===== config.mk =====
export PLATFORM = sky130hd
export DESIGN_NAME = wb_stage
export DESIGN_NICKNAME = d
export VERILOG_FILES = /design/src/rtl/wb_stage.sv
export SDC_FILE = /design/constraint.sdc
export NUM_CORES = 1
export LEC_CHECK = 0
export ABC_CLOCK_PERIOD_IN_PS = 4410
export BUFFER_PORTS_ARGS = -buffer_cell sky130_fd_sc_hd__buf_2
export CORE_AREA = 2 2 76 78
export DETAILED_ROUTE_END_ITERATION = 8
export DIE_AREA = 0 0 78 80
export GPL_TIMING_DRIVEN = 0
export PLACE_DENSITY = 0.85
export REMOVE_ABC_BUFFERS = 1
export SLEW_MARGIN = 20
export SYNTH_ARGS = -nofsm -noshare
export SYNTH_HDL_FRONTEND = slang
export SYNTH_SLANG_ARGS = --single-unit
export TNS_END_PERCENT = 20

===== constraint.sdc =====
create_clock -name clk -period 4.41 [get_ports clk]
set_clock_uncertainty 0.1 [all_clocks]
set_input_delay 0.882 -clock clk [delete_from_list [all_inputs] [get_ports clk]]
set_output_delay 0.882 -clock clk [all_outputs]
set_load 0.05 [all_outputs]

===== src/rtl/wb_stage.sv =====
// wb_stage: write-back register stage with load-wait stall FSM; WB_PERF_CNT_EN adds retire/stall counters
module wb_stage #(
  parameter int WORD_WIDTH     = 32,
  parameter int REG_FILE_DEPTH = 4,
  parameter int LOAD_TIMEOUT   = 255
) (
  input  logic                      clk,
  input  logic                      rst,
  input  logic                      WB_EN_in,
  input  logic                      MEM_R_EN_in,
  input  logic [REG_FILE_DEPTH-1:0] Dest_in,
  input  logic [WORD_WIDTH-1:0]     ALU_Res_in,
  input  logic [WORD_WIDTH-1:0]     Mem_Data_in,
  input  logic                      Mem_ready,
  output logic                      WB_EN,
  output logic [REG_FILE_DEPTH-1:0] WB_Dest,
  output logic [WORD_WIDTH-1:0]     WB_Value,
  output logic                      Stall_out,
  output logic                      Load_Err
`ifdef WB_PERF_CNT_EN
  ,
  output logic [31:0]               Retire_Cnt,
  output logic [31:0]               Stall_Cnt
`endif
);
  typedef enum logic {IDLE, LOAD_WAIT} state_t;
  localparam logic [7:0] TMO = 8'(LOAD_TIMEOUT);
  state_t                    state_q, state_d;
  logic [7:0]                cnt_q, cnt_d;
  logic                      lat_en_q, lat_en_d;
  logic [REG_FILE_DEPTH-1:0] lat_dest_q, lat_dest_d;
  logic                      wb_en_q, wb_en_d;
  logic [REG_FILE_DEPTH-1:0] wb_dest_q, wb_dest_d;
  logic [WORD_WIDTH-1:0]     wb_val_q, wb_val_d;
  logic                      err_q, err_d;
  // stall while a load is outstanding; at the timeout count the stage releases the pipeline
  assign Stall_out = !rst && (state_q == IDLE ? MEM_R_EN_in && !Mem_ready
                                              : !Mem_ready && cnt_q != TMO);
  assign WB_EN    = wb_en_q;
  assign WB_Dest  = wb_dest_q;
  assign WB_Value = wb_val_q;
  assign Load_Err = err_q;
  // next-state: capture MEM results in IDLE, park a pending load in LOAD_WAIT until data or timeout
  always_comb begin
    state_d    = state_q;
    cnt_d      = cnt_q;
    lat_en_d   = lat_en_q;
    lat_dest_d = lat_dest_q;
    wb_en_d    = wb_en_q;
    wb_dest_d  = wb_dest_q;
    wb_val_d   = wb_val_q;
    err_d      = err_q;
    if (state_q == IDLE) begin
      if (MEM_R_EN_in && !Mem_ready) begin
        lat_en_d   = WB_EN_in;
        lat_dest_d = Dest_in;
        wb_en_d    = 1'b0;
        cnt_d      = '0;
        state_d    = LOAD_WAIT;
      end else begin
        wb_en_d   = WB_EN_in;
        wb_dest_d = Dest_in;
        wb_val_d  = MEM_R_EN_in ? Mem_Data_in : ALU_Res_in;
      end
    end else if (Mem_ready) begin
      wb_en_d   = lat_en_q;
      wb_dest_d = lat_dest_q;
      wb_val_d  = Mem_Data_in;
      state_d   = IDLE;
    end else if (cnt_q == TMO) begin
      err_d   = 1'b1;
      wb_en_d = 1'b0;
      state_d = IDLE;
    end else begin
      cnt_d   = cnt_q + 8'd1;
      wb_en_d = 1'b0;
    end
  end
  // state and write-port registers
  always_ff @(posedge clk) begin
    if (rst) begin
      state_q    <= IDLE;
      cnt_q      <= '0;
      lat_en_q   <= 1'b0;
      lat_dest_q <= '0;
      wb_en_q    <= 1'b0;
      wb_dest_q  <= '0;
      wb_val_q   <= '0;
      err_q      <= 1'b0;
    end else begin
      state_q    <= state_d;
      cnt_q      <= cnt_d;
      lat_en_q   <= lat_en_d;
      lat_dest_q <= lat_dest_d;
      wb_en_q    <= wb_en_d;
      wb_dest_q  <= wb_dest_d;
      wb_val_q   <= wb_val_d;
      err_q      <= err_d;
    end
  end
`ifdef WB_PERF_CNT_EN
  // free-running retire and stall counters, wrapping at 2^32
  always_ff @(posedge clk) begin
    if (rst) begin
      Retire_Cnt <= '0;
      Stall_Cnt  <= '0;
    end else begin
      Retire_Cnt <= Retire_Cnt + 32'(wb_en_q);
      Stall_Cnt  <= Stall_Cnt + 32'(Stall_out);
    end
  end
`endif
endmodule


==> qor.yml, run 1 <==
status: "completed"
yosys-top-cells-area: "dfxtp_1 (44%), mux2i_1 (15%), a211oi_1 (12%)"
die_h_um: 80
postCtsResizedCells: 0
drt_iter0_markers: 111
hp-class: "flip-flop to flip-flop"
worstMarginPinSlew_ns: 0.960
stdcell_count: 425
synth_edf_count: 0
cp_max_fo: 47
r2r_cells: 4
cp-start-kind: "input pin"
grt-busiest-layer: "met2"
hold_slack_ns: 0.374
clk_path_buf_depth: 2
syn_area_per_cell_um2: 9.16
clkTransAtPathRegs_ns: 0.08
tns_ns: 0
grt_pass1_wl_mm: 9.11
setup_viol: 0
grt_pass1_vias: 2088
layout_commonest_cell: "buf_2"
use_met2: 0.331
hpwl_mm: 3.74
die_w_um: 78
cap_violations: 0
drv_slew: 0
arrival_ns: 2.46
ant_nets: 0
numClockSinks: 52
grt_use_met1: 0.206
fmaxAchievable_ghz: 0.291
maxSlewHeadroom: 0.360
drc: 0
hold_buffers: 0
root_buffer: "clkbuf_8"
core_um2: 5410
io-pin-count: 112
grt_overflow: 0
yosysTopAreaCell: "dfxtp_1"
via_per_inst: 5.15
synth-seq-cells: 52
hold_violations: 0
fin_crit_sh: 0.780
nets: 427
cts_tree: "done"
postCtsSetupRepairBufs: 0
htree_levels: 2
yosysWarnings: 0
diodes: 0
finalWorstSetupSlack_ns: 0.970
rsz0062_at_grt: "no"
cp.required_ns: 3.43
antenna_found_initial: 0
power_density_nw_per_um2: 347
ir_drop_mv: 0.178
synth_top_flop_cell: "dfxtp_1"
grt_start_max_net_pins: 66
synth_top_area_share: 0.442
dr.pass1.iters: 4
wire_per_inst_um: 12.9
die_area_um2: 6240
crit_type: "input pin to output port"
yosysSeqAreaShare: 0.442
p_leak_uw: 0.00138
wl_mm: 5.47
syn_to_final_growth_pct: 25.3
row_count: 27
final_cell_mix: "buf_2 (110), dfxtp_1 (52), nor2_1 (41)"
dp.cells: 418
portBuffers: 111
cts_buffers: 5
yosys.cell_types.count: 31
vias: 2189
gp_congestion: 0.727
drive_gt1_frac: 0.343
synthesis.area_um2: 2350
grtUsageTotal: 0.179
start_util: 0.436
post_dp_cell_area_um2: 2870
period_needed_ns: 3.44
hold_depth: 2
gr-usage-met3: 0.0452
clk_latency_ns: 0.30
syn_inst: 257
fin_area_um2: 2950
async_reset_ff_frac: 0
cp-end-kind: "output port"
dp_slack_ns: 0.576
-- synth_stat cells (2+ instances only) --
cell / number
a31oi_1: 3
o21ai_0: 9
clkbuf_1: 9
a21o_1: 2
nand2_1: 13
mux2i_1: 36
clkbuf_8: 3
nand3_1: 6
buf_2: 9
dfxtp_1: 52
and4_4: 2
a21oi_1: 11
nand4_1: 3
inv_1: 2
a211oi_1: 37
nor3_1: 3
nor2_1: 41
or3_1: 3
-- flip-flops by register name, indices dropped and copies added (netlist names) --
register	cells
lat_dest_q	4
cnt_q	8
WB_EN	1
WB_Value	32
state_q	1
Load_Err	1
WB_Dest	4
lat_en_q	1
-- per-stage QoR --
stage          power, uW   util
4_1_cts             1030  0.545
5_1_grt             1080  0.546
6_report            1020  0.546
3_5_place_dp         781  0.531
2_1_floorplan        691      -
3_3_place_gp         776  0.531
-- worst paths after layout --
kind	start	end	slack [ns]
worst min-delay path	lat_en_q	WB_EN	0.37
worst min register to register	lat_en_q	WB_EN	0.37
worst max-delay path	Mem_ready	Stall_out	0.97
worst max register to register	state_q	cnt_q[1]	2.24
-- where the power goes --
| part | internal, uW | switching, uW | total, uW |
|---|---|---|---|
| combinational | 78.8 | 172 | 251 |
| sequential | 500 | 18.1 | 519 |
| clock | 108 | 146 | 255 |
-- cell families after synthesis --
| family | share of synthesized area |
|---|---|
| buf+inv | 0.0590 |
| fa+ha+maj | 0.00531 |
| mux | 0.153 |
| flops | 0.442 |
| compound gates | 0.190 |
| simple gates | 0.150 |
-- routing by layer --
layer | vias up | share of wire | routed length, um
li1 | 1126 | - | -
met1 | 986 | 0.45 | 2470
met2 | 73 | 0.48 | 2650
met3 | 4 | 0.057 | 314
met4 | 0 | 0.0062 | 34
met5 | - | 0 | 0
-- critical path, cell delays in order --
cell,delay (ns)
buf_4,0.53
o21bai_1,0.45
a41o_2,0.29
nor2_1,0.05
buf_2,0.25
-- area by class of cell --
cell class / instances / area [um^2]
clock buffer: 6 / 72.6
clock inverter: 1 / 5.00
fill: 511 / 2450
inverter: 2 / 7.51
multi-input combinational: 181 / 1180
sequential: 52 / 1040
tap: 72 / 90.1
timing repair buffer: 111 / 558
No activity file was read; power rests on OpenSTA's default activity.
==> inputs of run 2 (changes only) <==
ABC_CLOCK_PERIOD_IN_PS = 2800   (was 4410)
CORE_AREA = 2 2 78 80   (was 2 2 76 78)
DIE_AREA = 0 0 80 82   (was 0 0 78 80)
PLACE_DENSITY = 0.84   (was 0.85)
clock period = 2.8 ns   (was 4.41 ns; I/O delays follow)
==> run 2 against run 1 <==
Clock power up 91%. Via count rose by 0.18%. Worst hold slack gained 0.0019 ns. Power rose by 66%. Largest cell class unchanged. Worst setup slack worse by 0.73 ns. Sequential share of layout area decreased by 0.36 points. Core utilization is 2.6 points lower. Clock-buffer cell count fell by 1. Sequential power rose by 57%. Critical path depth did not move. First-iteration DRC count decreased by 35%. Non-clock buffer count is the same.
==> qor.yml, run 2 (synthesized netlist as in run 1, its figures left out) <==
status: "completed"
wl_mm: 5.42
worst_r2r_endpoint: "WB_Value[30]"
core_um2: 5750
via_per_inst: 5.14
syn_to_final_growth_pct: 26.8
root_buffer: "clkbuf_8"
ant_nets: 0
slowest_delay_ns: 0.39
power_density_nw_per_um2: 570
grt_pass1_vias: 2034
largest_register_ff_count: 32
hold_violations: 0
htree_levels: 2
final_cell_mix: "buf_2 (110), dfxtp_1 (51), nor2_1 (41)"
die_area_um2: 6560
slowest_stage: "dfxtp_1"
clkTransAtPathRegs_ns: 0.09
fillCellCount: 551
hold_buffers: 0
ir_drop_mv: 0.239
finalWorstSetupSlack_ns: 0.238
period_needed_ns: 2.56
reg2reg_slack_ns: 1.01
crit_chain: "ha_1 > and2_1 > a41o_2 > nor2_1 > buf_2"
layout_commonest_cell: "buf_2"
cp-end-kind: "output port"
stdcell_count: 427
cap_violations: 0
diodes: 0
antenna_found_initial: 0
drt_iter0_markers: 72
io-pin-count: 112
setup_viol: 0
fmaxAchievable_ghz: 0.390
dr.pass1.iters: 4
path_depth: 5
crit_buf_inv: 1
finalPower_uw: 1700
dp_slack_ns: -0.413
cp-start-kind: "flip-flop"
arrival_ns: 1.90
die_h_um: 82
drive_gt1_frac: 0.349
cp_max_fo: 8
numClockSinks: 52
hpwl_mm: 3.65
drc: 0
portBuffers: 111
hp-class: "flip-flop to flip-flop"
p_leak_uw: 0.00139
worstMarginPinSlew_ns: 0.946
cts_tree: "done"
wire_per_inst_um: 12.7
path_delay_family: "flip-flops"
die_w_um: 80
nets: 427
hold_slack_ns: 0.376
clk_latency_ns: 0.30
drv_slew: 0
timing.rr.start: "state_q"
cp.required_ns: 2.14
grtUsageTotal: 0.166
critPathLaunch: "cnt_q[0]"
crit_type: "flip-flop to output port"
endpoint: "Stall_out"
grt_pass1_wl_mm: 8.78
row_count: 28
grt_overflow: 0
grt_start_max_net_pins: 66
start_util: 0.410
vias: 2193
rsz0062_at_grt: "no"
fin_crit_sh: 0.915
r2r_cells: 3
cts_buffers: 5
dp.cells: 421
gp_congestion: 0.770
maxSlewHeadroom: 0.369
clk_path_buf_depth: 2
## run 2: cell types whose count changed in the layout (fill, tap and decap cells not counted), sizes merged
cell    before  now
bufinv       0    1
clkinv       1    0
clkbuf       6    5
## run 2: final cells by class
type | count | area, um^2 | share of cell area
Clock inverter | 1 | 30.0 | 0.0101
Sequential cell | 52 | 1040 | 0.349
Multi-Input combinational cell | 181 | 1180 | 0.396
Tap cell | 75 | 93.8 | 0.0314
Inverter | 2 | 7.51 | 0.00251
Timing Repair Buffer | 111 | 562 | 0.188
Clock buffer | 5 | 68.8 | 0.0231
## run 2: report_power, final
group          internal (uW)  switching (uW)  total, uW
sequential               788            28.5        817
combinational            125             272        396
clock                    257             231        487
total                   1170             531       1700
## run 2: repair_timing
item / CTS / global route
setup endpoints to repair: 1 / 1
resized for setup: 3 / 1
buffers inserted: 0 / 0
## run 2: worst min-delay path, delay by kind of cell (launching register included)
family	cells	cell delay (ns)
flip-flops	1	0.32
AND/OR/NAND/NOR	1	0.06
AO/OA/AOI/OAI	1	0.05
## run 2: worst min path at each step
stage | slack, ns | startpoint | cells after the start | to
after global routing | 0.39 | Dest_in[1] | 3 | lat_dest_q[1]
after global placement | 0.35 | Load_Err | 2 | Load_Err
after floorplan | 0.33 | lat_en_q | 2 | WB_EN
after detailed placement | 0.36 | lat_en_q | 2 | WB_EN
after CTS | 0.38 | lat_en_q | 2 | WB_EN
final | 0.38 | lat_en_q | 2 | WB_EN
## run 2: stage by stage
stage                util  area [um^2]  setup TNS (ns)
global route        0.520         2990               0
global placement    0.500         2870          -0.380
CTS                 0.519         2980               0
finish              0.520         2990               0
detailed placement  0.500         2870          -0.413
floorplan               -         2220               0
## run 2: metal layers
| layer | up-vias | share of wire | global-route usage |
|---|---|---|---|
| met5 | - | 0 | 0 |
| met4 | 0 | 0.0089 | 0.0424 |
| met3 | 6 | 0.066 | 0.0484 |
| met2 | 65 | 0.49 | 0.303 |
| met1 | 1004 | 0.43 | 0.191 |
| li1 | 1118 | - | - |
==> inputs of run 3 (changes only) <==
CORE_AREA = 2 2 87 72   (was 2 2 78 80)
DIE_AREA = 0 0 89 74   (was 0 0 80 82)
==> run 3 against run 2 <==
First-iteration DRC count is 4.2% higher. Worst hold slack worse by 0.0057 ns. Sequential power hardly changed. Clock power is 8.2% lower. Sequential share of layout area hardly changed. Power is 2.3% lower. Critical path depth stayed put. Global-route usage is 0.95 points higher. Clock-buffer cell count is 2 higher. Combinational power hardly changed. Register-to-register slack worse by 0.07 ns. Critical path type unchanged. Largest power group unchanged. Highest routed layer unchanged.
==> qor.yml, run 3 (synthesized netlist as in run 1, its figures left out) <==
status: "completed"
seq_area_um2: 1040
clk_path_buf_depth: 2
wire_per_inst_um: 13.1
clkTransAtPathRegs_ns: 0.09
dr.pass1.iters: 4
worstHoldStart: "Load_Err"
gp_congestion: 0.818
grt_overflow: 0
fmaxAchievable_ghz: 0.386
start_util: 0.409
cap_violations: 0
portBuffers: 111
post_dp_cell_area_um2: 2880
core_um2: 5760
maxSlewHeadroom: 0.347
final_core_util: 0.519
wl_mm: 5.68
ir_drop_mv: 0.223
fin_area_um2: 2990
arrival_ns: 1.93
critPathLaunch: "cnt_q[0]"
rsz0062_at_grt: "no"
cp-end-kind: "output port"
grt_pass1_wl_mm: 9.12
hpwl_mm: 3.76
crit_type: "flip-flop to output port"
clk_latency_ns: 0.30
p_leak_uw: 0.00139
numClockSinks: 52
die_w_um: 89
largest_register_ff_count: 32
fillCellCount: 549
hold_buffers: 0
cp.required_ns: 2.14
htree_levels: 2
hold_slack_ns: 0.370
cp_max_fo: 8
worstMarginPinSlew_ns: 0.979
via_per_inst: 5.13
io-pin-count: 112
power_density_nw_per_um2: 556
cts_buffers: 5
row_count: 25
fin_crit_sh: 0.926
grt_pass1_vias: 2114
drc: 0
hp-class: "flip-flop to flip-flop"
ant_nets: 0
postCtsSetupRepairBufs: 0
drt_iter0_markers: 75
antenna_found_initial: 0
timing.rr.start: "cnt_q[0]"
grtUsageTotal: 0.176
root_buffer: "clkbuf_8"
multi_input_area_um2: 1180
vias: 2233
diodes: 0
period_needed_ns: 2.59
die_area_um2: 6590
die_h_um: 74
layout_commonest_cell: "buf_2"
nets: 427
cts_tree: "done"
grt_start_max_net_pins: 66
setup_viol: 0
hold_violations: 0
cp-start-kind: "flip-flop"
drv_slew: 0
final_cell_mix: "buf_2 (110), dfxtp_1 (51), nor2_1 (41)"
syn_to_final_growth_pct: 26.9
drive_gt1_frac: 0.350
-- run 3: changes by cell type in the layout (fill, tap and decap cells not counted) --
cell	change
clkbuf_1	+1
bufinv_16	-1
clkbuf_8	+1
clkinvlp_4	+1
-- run 3: metrics by stage --
| stage | TNS (ns) | setup WS, ns | std cells | power (uW) |
|---|---|---|---|---|
| global route | 0 | 0.142 | 435 | 1740 |
| CTS | 0 | 0.0512 | 435 | 1680 |
| floorplan | 0 | 0.227 | 235 | 1090 |
| finish | 0 | 0.208 | 435 | 1660 |
| detailed placement | -0.0349 | -0.0349 | 427 | 1230 |
| global placement | -0.405 | -0.405 | 427 | 1220 |
-- run 3: critical path, stage by stage, from the launching register on --
cell	delay, ns
dfxtp_1	0.39
ha_1	0.31
and2_1	0.22
a41o_2	0.33
nor2_1	0.09
buf_2	0.28
-- run 3: where the power goes --
| part | total (uW) | switching [uW] | internal [uW] |
|---|---|---|---|
| Combinational | 398 | 273 | 125 |
| Sequential | 816 | 27.9 | 788 |
| Clock | 447 | 246 | 201 |
| Total | 1660 | 547 | 1110 |
-- run 3: routing by layer --
| layer | vias up | GRT usage | part of all wire |
|---|---|---|---|
| met5 | - | 0 | 0 |
| met4 | 0 | 0.0746 | 0.0086 |
| met3 | 7 | 0.0466 | 0.062 |
| met2 | 78 | 0.286 | 0.48 |
| met1 | 1021 | 0.223 | 0.45 |
| li1 | 1127 | - | - |
-- run 3: layout make-up --
cell class | count | area share
Clock buffer | 7 | 0.0289
Clock inverter | 1 | 0.00251
Inverter | 2 | 0.00251
Multi-Input combinational cell | 181 | 0.395
Sequential cell | 52 | 0.349
Tap cell | 81 | 0.0339
Timing Repair Buffer | 111 | 0.188
-- run 3: final timing paths --
path,cells after the start,to,slack [ns]
worst max-delay path,5,Stall_out,0.21
worst min-delay path,2,Load_Err,0.37
worst max register to register,5,cnt_q[5],0.94
worst min register to register,2,Load_Err,0.37
-- run 3: what timing repair did --
| action | 4_1_cts | 5_1_grt |
|---|---|---|
| resized for setup | 2 | 1 |
| pin swaps | 0 | 0 |
| hold endpoints to repair | 0 | 0 |
| endpoints found under the setup margin | 1 | 1 |
| cloned | 0 | 0 |
